--- src/rtl/fft_reorder.sv ---
`default_nettype none
// fft_reorder -- ping-pong buffer turning bit-reversed FFT output into a natural-order stream.
// Revision 1.0 -- initial release.
module fft_reorder #(
  parameter int DBW = 4,
  parameter int CBW = 3
) (
  input  logic             clk,
  input  logic             rst_n,
  input  logic             din_vld,
  input  logic             din_sof,
  input  logic [2*DBW-1:0] din,
  output logic             dout_vld,
  output logic             dout_sof,
  output logic [2*DBW-1:0] dout,
  output logic             frame_err,
  output logic             ovf
);

  localparam int             N      = 1 << CBW;
  localparam logic [CBW-1:0] C_LAST = CBW'(N - 1);
  localparam logic [CBW-1:0] C_ONE  = CBW'(1);

  typedef enum logic [0:0] {W_IDLE = 1'b0, W_FILL = 1'b1} wr_state_t;
  typedef enum logic [0:0] {R_IDLE = 1'b0, R_READ = 1'b1} rd_state_t;

  logic [2*DBW-1:0] mem [2][N];

  wr_state_t      r_wstate, w_wstate_nx;
  rd_state_t      r_rstate, w_rstate_nx;
  logic [CBW-1:0] r_wcnt, w_wcnt_nx;
  logic [CBW-1:0] r_rcnt, w_rcnt_nx;
  logic           r_wbank, w_wbank_nx;
  logic           r_rbank, w_rbank_nx;
  logic [1:0]     r_full, w_full_nx;

  logic           w_wr_en;
  logic [CBW-1:0] w_wr_addr;
  logic           w_set_full;
  logic           w_err_nx;
  logic           w_ovf_nx;
  logic           w_rd_en;
  logic           w_rd_last;
  logic           w_full_eff;

  function automatic logic [CBW-1:0] bitrev(input logic [CBW-1:0] x);
    logic [CBW-1:0] r;
    for (int i = 0; i < CBW; i++) r[i] = x[CBW-1-i];
    return r;
  endfunction

  // A full bank is drained every cycle it is full, so the read can start from R_IDLE.
  always_comb begin
    w_rd_en   = (r_rstate == R_READ) || r_full[r_rbank];
    w_rd_last = w_rd_en && (r_rcnt == C_LAST);
  end

  // The reader's clear on this edge frees the bank for a writer sof on the same edge.
  always_comb begin
    w_full_eff = r_full[r_wbank] && !(w_rd_last && (r_rbank == r_wbank));
  end

  always_comb begin
    w_wstate_nx = r_wstate;
    w_wcnt_nx   = r_wcnt;
    w_wbank_nx  = r_wbank;
    w_wr_en     = 1'b0;
    w_wr_addr   = bitrev(r_wcnt);
    w_set_full  = 1'b0;
    w_err_nx    = 1'b0;
    w_ovf_nx    = 1'b0;
    if (din_vld) begin
      case (r_wstate)
        W_IDLE: begin
          if (!din_sof) begin
            w_err_nx = 1'b1;
          end else if (w_full_eff) begin
            w_ovf_nx = 1'b1;
          end else begin
            w_wr_en     = 1'b1;
            w_wr_addr   = '0;
            w_wcnt_nx   = C_ONE;
            w_wstate_nx = W_FILL;
          end
        end
        W_FILL: begin
          w_wr_en = 1'b1;
          if (din_sof) begin
            // Restart the frame in place; the partial bank is never marked full.
            w_err_nx  = 1'b1;
            w_wr_addr = '0;
            w_wcnt_nx = C_ONE;
          end else if (r_wcnt == C_LAST) begin
            w_set_full  = 1'b1;
            w_wbank_nx  = ~r_wbank;
            w_wcnt_nx   = '0;
            w_wstate_nx = W_IDLE;
          end else begin
            w_wcnt_nx = r_wcnt + 1'b1;
          end
        end
        default: begin
          w_wstate_nx = W_IDLE;
        end
      endcase
    end
  end

  // Set and clear always target different banks: only an empty bank is filled.
  always_comb begin
    w_full_nx = r_full;
    if (w_set_full) w_full_nx[r_wbank] = 1'b1;
    if (w_rd_last)  w_full_nx[r_rbank] = 1'b0;

    w_rstate_nx = r_rstate;
    w_rcnt_nx   = r_rcnt;
    w_rbank_nx  = r_rbank;
    if (w_rd_en) begin
      w_rstate_nx = R_READ;
      w_rcnt_nx   = r_rcnt + 1'b1;
      if (w_rd_last) begin
        w_rbank_nx  = ~r_rbank;
        w_rstate_nx = w_full_nx[~r_rbank] ? R_READ : R_IDLE;
      end
    end
  end

  always_ff @(posedge clk) begin
    if (w_wr_en) mem[r_wbank][w_wr_addr] <= din;
  end

  always_ff @(posedge clk or negedge rst_n) begin
    if (!rst_n) begin
      r_wstate  <= W_IDLE;
      r_rstate  <= R_IDLE;
      r_wcnt    <= '0;
      r_rcnt    <= '0;
      r_wbank   <= 1'b0;
      r_rbank   <= 1'b0;
      r_full    <= 2'b00;
      dout_vld  <= 1'b0;
      dout_sof  <= 1'b0;
      dout      <= '0;
      frame_err <= 1'b0;
      ovf       <= 1'b0;
    end else begin
      r_wstate  <= w_wstate_nx;
      r_rstate  <= w_rstate_nx;
      r_wcnt    <= w_wcnt_nx;
      r_rcnt    <= w_rcnt_nx;
      r_wbank   <= w_wbank_nx;
      r_rbank   <= w_rbank_nx;
      r_full    <= w_full_nx;
      dout_vld  <= w_rd_en;
      dout_sof  <= w_rd_en && (r_rcnt == '0);
      if (w_rd_en) dout <= mem[r_rbank][r_rcnt];
      frame_err <= w_err_nx;
      ovf       <= w_ovf_nx;
    end
  end

endmodule
`default_nettype wire

--- config.mk ---
export PLATFORM = sky130hd
export DESIGN_NAME = fft_reorder
export DESIGN_NICKNAME = d
export VERILOG_FILES = /design/src/rtl/fft_reorder.sv
export SDC_FILE = /design/constraint.sdc
export NUM_CORES = 1
export LEC_CHECK = 0
export ABC_AREA = 1
export ABC_CLOCK_PERIOD_IN_PS = 2000
export BUFFER_PORTS_ARGS = -buffer_cell sky130_fd_sc_hd__buf_2
export CAP_MARGIN = 20
export CORE_MARGIN = 1.5
export CORE_UTILIZATION = 55
export CTS_CLUSTER_DIAMETER = 100
export DETAILED_ROUTE_END_ITERATION = 12
export PLACE_DENSITY_LB_ADDON = 0.3
export SYNTH_ARGS = -nofsm -noshare
export SYNTH_HDL_FRONTEND = slang
export SYNTH_SLANG_ARGS = --single-unit
--- constraint.sdc ---
create_clock -name clk -period 2 [get_ports clk]
set_input_delay 0.4 -clock clk [delete_from_list [all_inputs] [get_ports clk]]
set_output_delay 0.4 -clock clk [all_outputs]
set_load 0.01 [all_outputs]
Word level (Yosys, flattened, before mapping)

Memory sizes are Yosys's and may differ from the RTL's.
Index checks and enable logic that the tools add are counted.

Register bits: 24
Bits in latches: 0
RAM bits: 128
Bits in read-only memories: 0
Input bits: 12
Output and inout port bits: 12
Memories: 1

Memory list:

| memory | depth | bits a word | rd ports | clocked after memory_dff | write ports | RTL line | RTL |
|---|---|---|---|---|---|---|---|
| mem    | 2     | 64          | 1        | 0                        | 1           | 27       | `logic [2*DBW-1:0] mem [2][N];` |

$add $sub $neg: 2
Multipliers: 0
Div/mod/pow operators: 0
Magnitude comparators: 8
Equal/unequal tests: 5
Shift-type cells: 0
Muxes and demuxes: 50
Bitwise gates (word level): 9
Reduce and logical (&&, ||, !) cells: 13

Operators by type and width:

| cell                | number |
|---|---|
| $mux 64             | 1 |
| $mux 1              | 27 |
| $bmux 8 s3          | 1 |
| $demux 8 s3         | 1 |
| $mux 3              | 8 |
| $mux 8              | 3 |
| $pmux 3 s2          | 2 |
| $ge 4x4->1 const B  | 2 |
| $not 3->4           | 2 |
| $logic_and 1x1->1   | 7 |
| $add 3x1->3 const B | 2 |
| $eq 3x3->1 const B  | 2 |
| $lt 1x2->1 const B  | 3 |
| $pmux 1 s2          | 3 |
| $lt 4x1->1 const B  | 1 |
| $mux 2              | 2 |
| $ne 2x2->1 const B  | 2 |
| $not 1->1           | 4 |
| $reduce_and 4->1    | 1 |
| $logic_not 3->1     | 1 |
| $reduce_and 3->1    | 1 |
| $and 2x2->2         | 1 |
| $demux 1 s1         | 2 |
| $ge 1x1->1 const B  | 2 |
| 6 further kinds     | 6 |

Longest topological paths before layout

Depth after elaboration: 17
Depth in mapped cells: 12

Least setup slack after synthesis

Ideal clock, no wire load.

Path type: reg2reg
From: register r_rcnt[0]
To: memory mem[0][10] in the netlist's numbering, enable pin
Setup time: 0.383 ns
Arrival: 1.706 ns
Slack: -0.090 ns
Cell stages (with the launch flop): 8
Path buffers: 0
Period minus slack after synthesis: 2.090 ns
Cells stage by stage: dfrtp_1 > ha_1 > ha_1 > nand3_2 > nand2_4 > nand2_4 > nand3_1 > nor3_1

Longest elaborated chain between the ends: 15
Elaborated cells on any way between the ends: 21
Classes of those cells: 2 x order compare; 1 x eq/ne; 12 x mux; 1 x bitwise; 5 x reduce/logical

RTL lines:

| item                                                           | RTL line | RTL |
|---|---|---|
| start, declared                                                | 32       | `logic [CBW-1:0] r_rcnt, w_rcnt_nx;` |
| start signal, assigned                                         | 150      | `r_rcnt <= w_rcnt_nx;` |
| $eq 3x3->1 *                                                   | 55       | `w_rd_last = w_rd_en && (r_rcnt == C_LAST);` |
| $logic_and 1x1->1 *                                            | 55       |  |
| $logic_and 1x1->1 *                                            | 60       | `w_full_eff = r_full[r_wbank] && !(w_rd_last && (r_rbank == r_wbank));` |
| $logic_not 1->1 *                                              | 60       |  |
| $logic_and 1x1->1 *                                            | 60       |  |
| $mux 3                                                         | 77       | `end else if (w_full_eff) begin` |
| $mux 3                                                         | 75       | `if (!din_sof) begin` |
| $pmux 3 s2                                                     | 73       | `case (r_wstate)` |
| $mux 3                                                         | 72       | `if (din_vld) begin` |
| $not 3->4 (implied by the code)                                | 129      | `if (w_wr_en) mem[r_wbank][w_wr_addr] <= din;` |
| $ge 4x4->1 (implied by the code) or $lt 4x1->1 (tied branches) | 129      |  |
| $logic_and 1x1->1 (implied by the code)                        | 129      |  |
| $mux 8 (implied by the code)                                   | 129      |  |
| $demux 8 s3                                                    | 129      |  |
| $mux 64 (implied by the code) *                                | 129      |  |
| end, declared                                                  | 27       |  |

Mark *: on every way between the ends. The rest lies on a longest branch, timed or not.

Final worst setup path

From: register r_rcnt[0]
To: memory mem[0][42] in the netlist's numbering, enable pin

Same word-level chain as after synthesis.

==> metrics <==
All-Layer GR Usage 24.84%; largest net degree at the start of global routing 67; LEAKAGE 2.803 nW; Worst path max stage delay 380 ps; Post-Synth Adder-Cell Area 1.175%; Layout Cells excl Fill 754; slew margin rel. 63.55%; port bufs 23; Seq/Total Area, Yosys 69.55%; CTS Root Cell clkbuf_16; Syn Inst Count 556; top cell family by delay on the critical path simple AND/OR/NAND/NOR gates; Routability Congestion 0.9334; DP Area 6706 um^2; Post-Synth XOR/XNOR Area 0.4112%; cts bufs inserted 17; first-pass GRT wire length 22320 um; fin area 7258 um^2; hold_ws 227.6 ps; CP Max Fanout 8; multiplexer share of the synthesized area 0%; slew of the pin with the lowest slew margin 546.7 ps; Initial Util 56.20%; FF+latch count, synth 152; clock buffer depth 2; First DRT Iteration DRCs 604; final setup fails 0; DP HPWL 9115 um; Vias/cell 5.687; PwrDens 1299 nW/um^2; Yosys top cell by area edfxtp_1; post-synth top area share 60.15%; Final #Nets 617; GRT overflow 0; WP data arrival 2010 ps; synth warn 0; VDD IR max 0.001135 V; DR WL/cell 18.90 um; floorplan die width 110.8 um; I/O Pins 24; Row Count 39; critical path type reg -> reg; worst path bufs/invs 1; reg-to-reg slack, setup 130 ps; Post-Synthesis Cell Area 6390 um^2; # clock sinks 152; max-slew violations 0; vias 4288; Clock Skew 7.437 ps; CTS tree yes; drt pass-1 iters 5; status complete, no violations; placed cell count 722; syn nets 574; Synth cell types 34; FMAX 534.3 MHz; Tightest Hold Check Type in -> reg; Die ar. 12270 um^2; top cells by area, synth edfxtp_1, dfrtp_1, nand2_1; min cycle time layout 1872 ps; core area 11370 um^2; Post-Synth Simple-Gate Area 19.33%; largest family of logic cells by synthesized area simple AND/OR/NAND/NOR gates; DRC 0; worst setup margin 128.3 ps; ant diodes 0; final hold violation count 0; critical path launch point type register; Syn Area/Cell 11.49 um^2; Die H 110.8 um; Critical Path Slowest Stage Cell dfrtp_1; Crit. End Element register; number of global-route vias before repair 4167; compound-gate portion of the synthesized area 4.934%; Routed WL 14250 um; worst path cell trace ha_1 > ha_1 > nand3_2 > nand2_4 > nand2_4 > nand3_1 > nor3_2 > buf_4; synthesis-to-finish area growth 13.59%; clk_lat worst skew 430 ps; initial antenna violation count 0; max-cap violations 0; Worst Path Required 2140 ps; clock transition at the registers of the reported paths 60 ps; fin crit share 93.58%; Routed Antenna Nets 0; postcts setup bufs 0; RSZ-0062 raised after global routing false; H-tree depth 4; dpl ws 133.5 ps; share of post-route cells with drive strength above 1 15.06%
-- layout make-up --
class | instances | area [um^2]
multi-input cells | 354 | 1657
inverters | 20 | 77.57
repair buffers | 54 | 362.8
fillers | 844 | 4111
flip-flops and latches | 152 | 4446
clock buffers | 19 | 432.9
clock inverters | 12 | 103.9
well taps | 143 | 178.9
-- through the flow --
| step | util (%) | TNS (ps) | power (W) |
|---|---|---|---|
| final | 63.84 | 0 | 0.009425 |
| after CTS | 63.79 | 0 | 0.009422 |
| after detailed placement | 58.99 | 0 | 0.006481 |
| after floorplan | - | -4235 | 0.005777 |
| after global routing | 63.84 | 0 | 0.009882 |
| after global placement | 58.99 | 0 | 0.006443 |
-- power by group --
group / leakage, nW / internal, W / switching [W]
registers: 1.45 / 0.00366 / 0.000118
logic: 1.09 / 0.000881 / 0.00183
clock network: 0.261 / 0.00170 / 0.00124
-- Yosys cell counts (all sizes together) --
| cell type | count |
|---|---|
| nor3 | 6 |
| edfxtp | 128 |
| a31oi | 1 |
| o22ai | 1 |
| a21oi | 6 |
| and2 | 1 |
| nand2 | 122 |
| buf | 22 |
| o21ai | 42 |
| ha | 6 |
| clkbuf | 8 |
| o21a | 1 |
| dfrtp | 24 |
| nand4 | 4 |
| clkinv | 3 |
| inv | 17 |
| nand3 | 76 |
| xor2 | 3 |
| o211ai | 4 |
| nor2 | 80 |
| o21bai | 1 |
-- kinds of logic (layout without fill, tap and decap cells) --
family / count (synthesis) / after routing
XOR/XNOR: 3 / 3
AO/OA/AOI/OAI: 56 / 56
buffers and inverters: 50 / 105
flip-flops: 152 / 152
adder cells (fa/ha/maj): 6 / 6
AND/OR/NAND/NOR: 289 / 289
-- sequential cells by signal (all words and copies together) (netlist names) --
name,count
r_rcnt,3
ovf,1
dout_vld,1
mem,128
r_wbank,1
dout,8
r_rstate,1
r_wstate,1
r_rbank,1
r_wcnt,3
frame_err,1
r_full,2
dout_sof,1
-- worst register-to-register path: stages, from the launching register on --
cell     delay [ps]
dfrtp_1         380
ha_1            200
ha_1            220
nand3_2         100
nand2_4          80
nand2_4         140
nand3_1         120
nor3_2          140
buf_4           200
-- layer usage --
layer	part of all wire [%]	global-route usage, %
met1	42	34.78
met2	46	36.71
met3	9.8	6.342
met4	2.6	11.88
met5	0	0
-- path summary, 6_finish.rpt --
| check | to | start | cells after the start |
|---|---|---|---|
| max | mem[0][42] | r_rcnt[0] | 8 |
| min reg2reg | dout[7] | dout[7] | 2 |
| min in group asynchronous | r_wbank | rst_n | 2 |
| max reg2reg | mem[0][42] | r_rcnt[0] | 8 |
| min | r_wstate | din_vld | 2 |
| max in group asynchronous | r_rbank | rst_n | 2 |
-- cells in the final DEF (no fill, tap or decap), drive strengths merged --
| cell type | netlist | layout |
|---|---|---|
| buf | 22 | 53 |
| a21oi | 6 | 6 |
| and2 | 1 | 1 |
| nor3 | 6 | 6 |
| inv | 17 | 19 |
| dlygate4sd3 | 0 | 1 |
| clkinvlp | 0 | 2 |
| bufinv | 0 | 1 |
| a31oi | 1 | 1 |
| dfrtp | 24 | 24 |
| clkbuf | 8 | 19 |
| nor2 | 80 | 80 |
| clkinv | 3 | 10 |
| edfxtp | 128 | 128 |
| xor2 | 3 | 3 |
| o21bai | 1 | 1 |
| o211ai | 4 | 4 |
| o22ai | 1 | 1 |
| nand2 | 122 | 122 |
| o21ai | 42 | 42 |
| nand4 | 4 | 4 |
| ha | 6 | 6 |
| nand3 | 76 | 76 |
| o21a | 1 | 1 |
-- what timing repair did --
action	4_1_cts	5_1_grt
gates resized for setup	0	1
hold buffers	1	0
setup endpoints to repair	0	2
endpoints found under the hold margin	24	0
No activity file was read; power rests on OpenSTA's default activity.
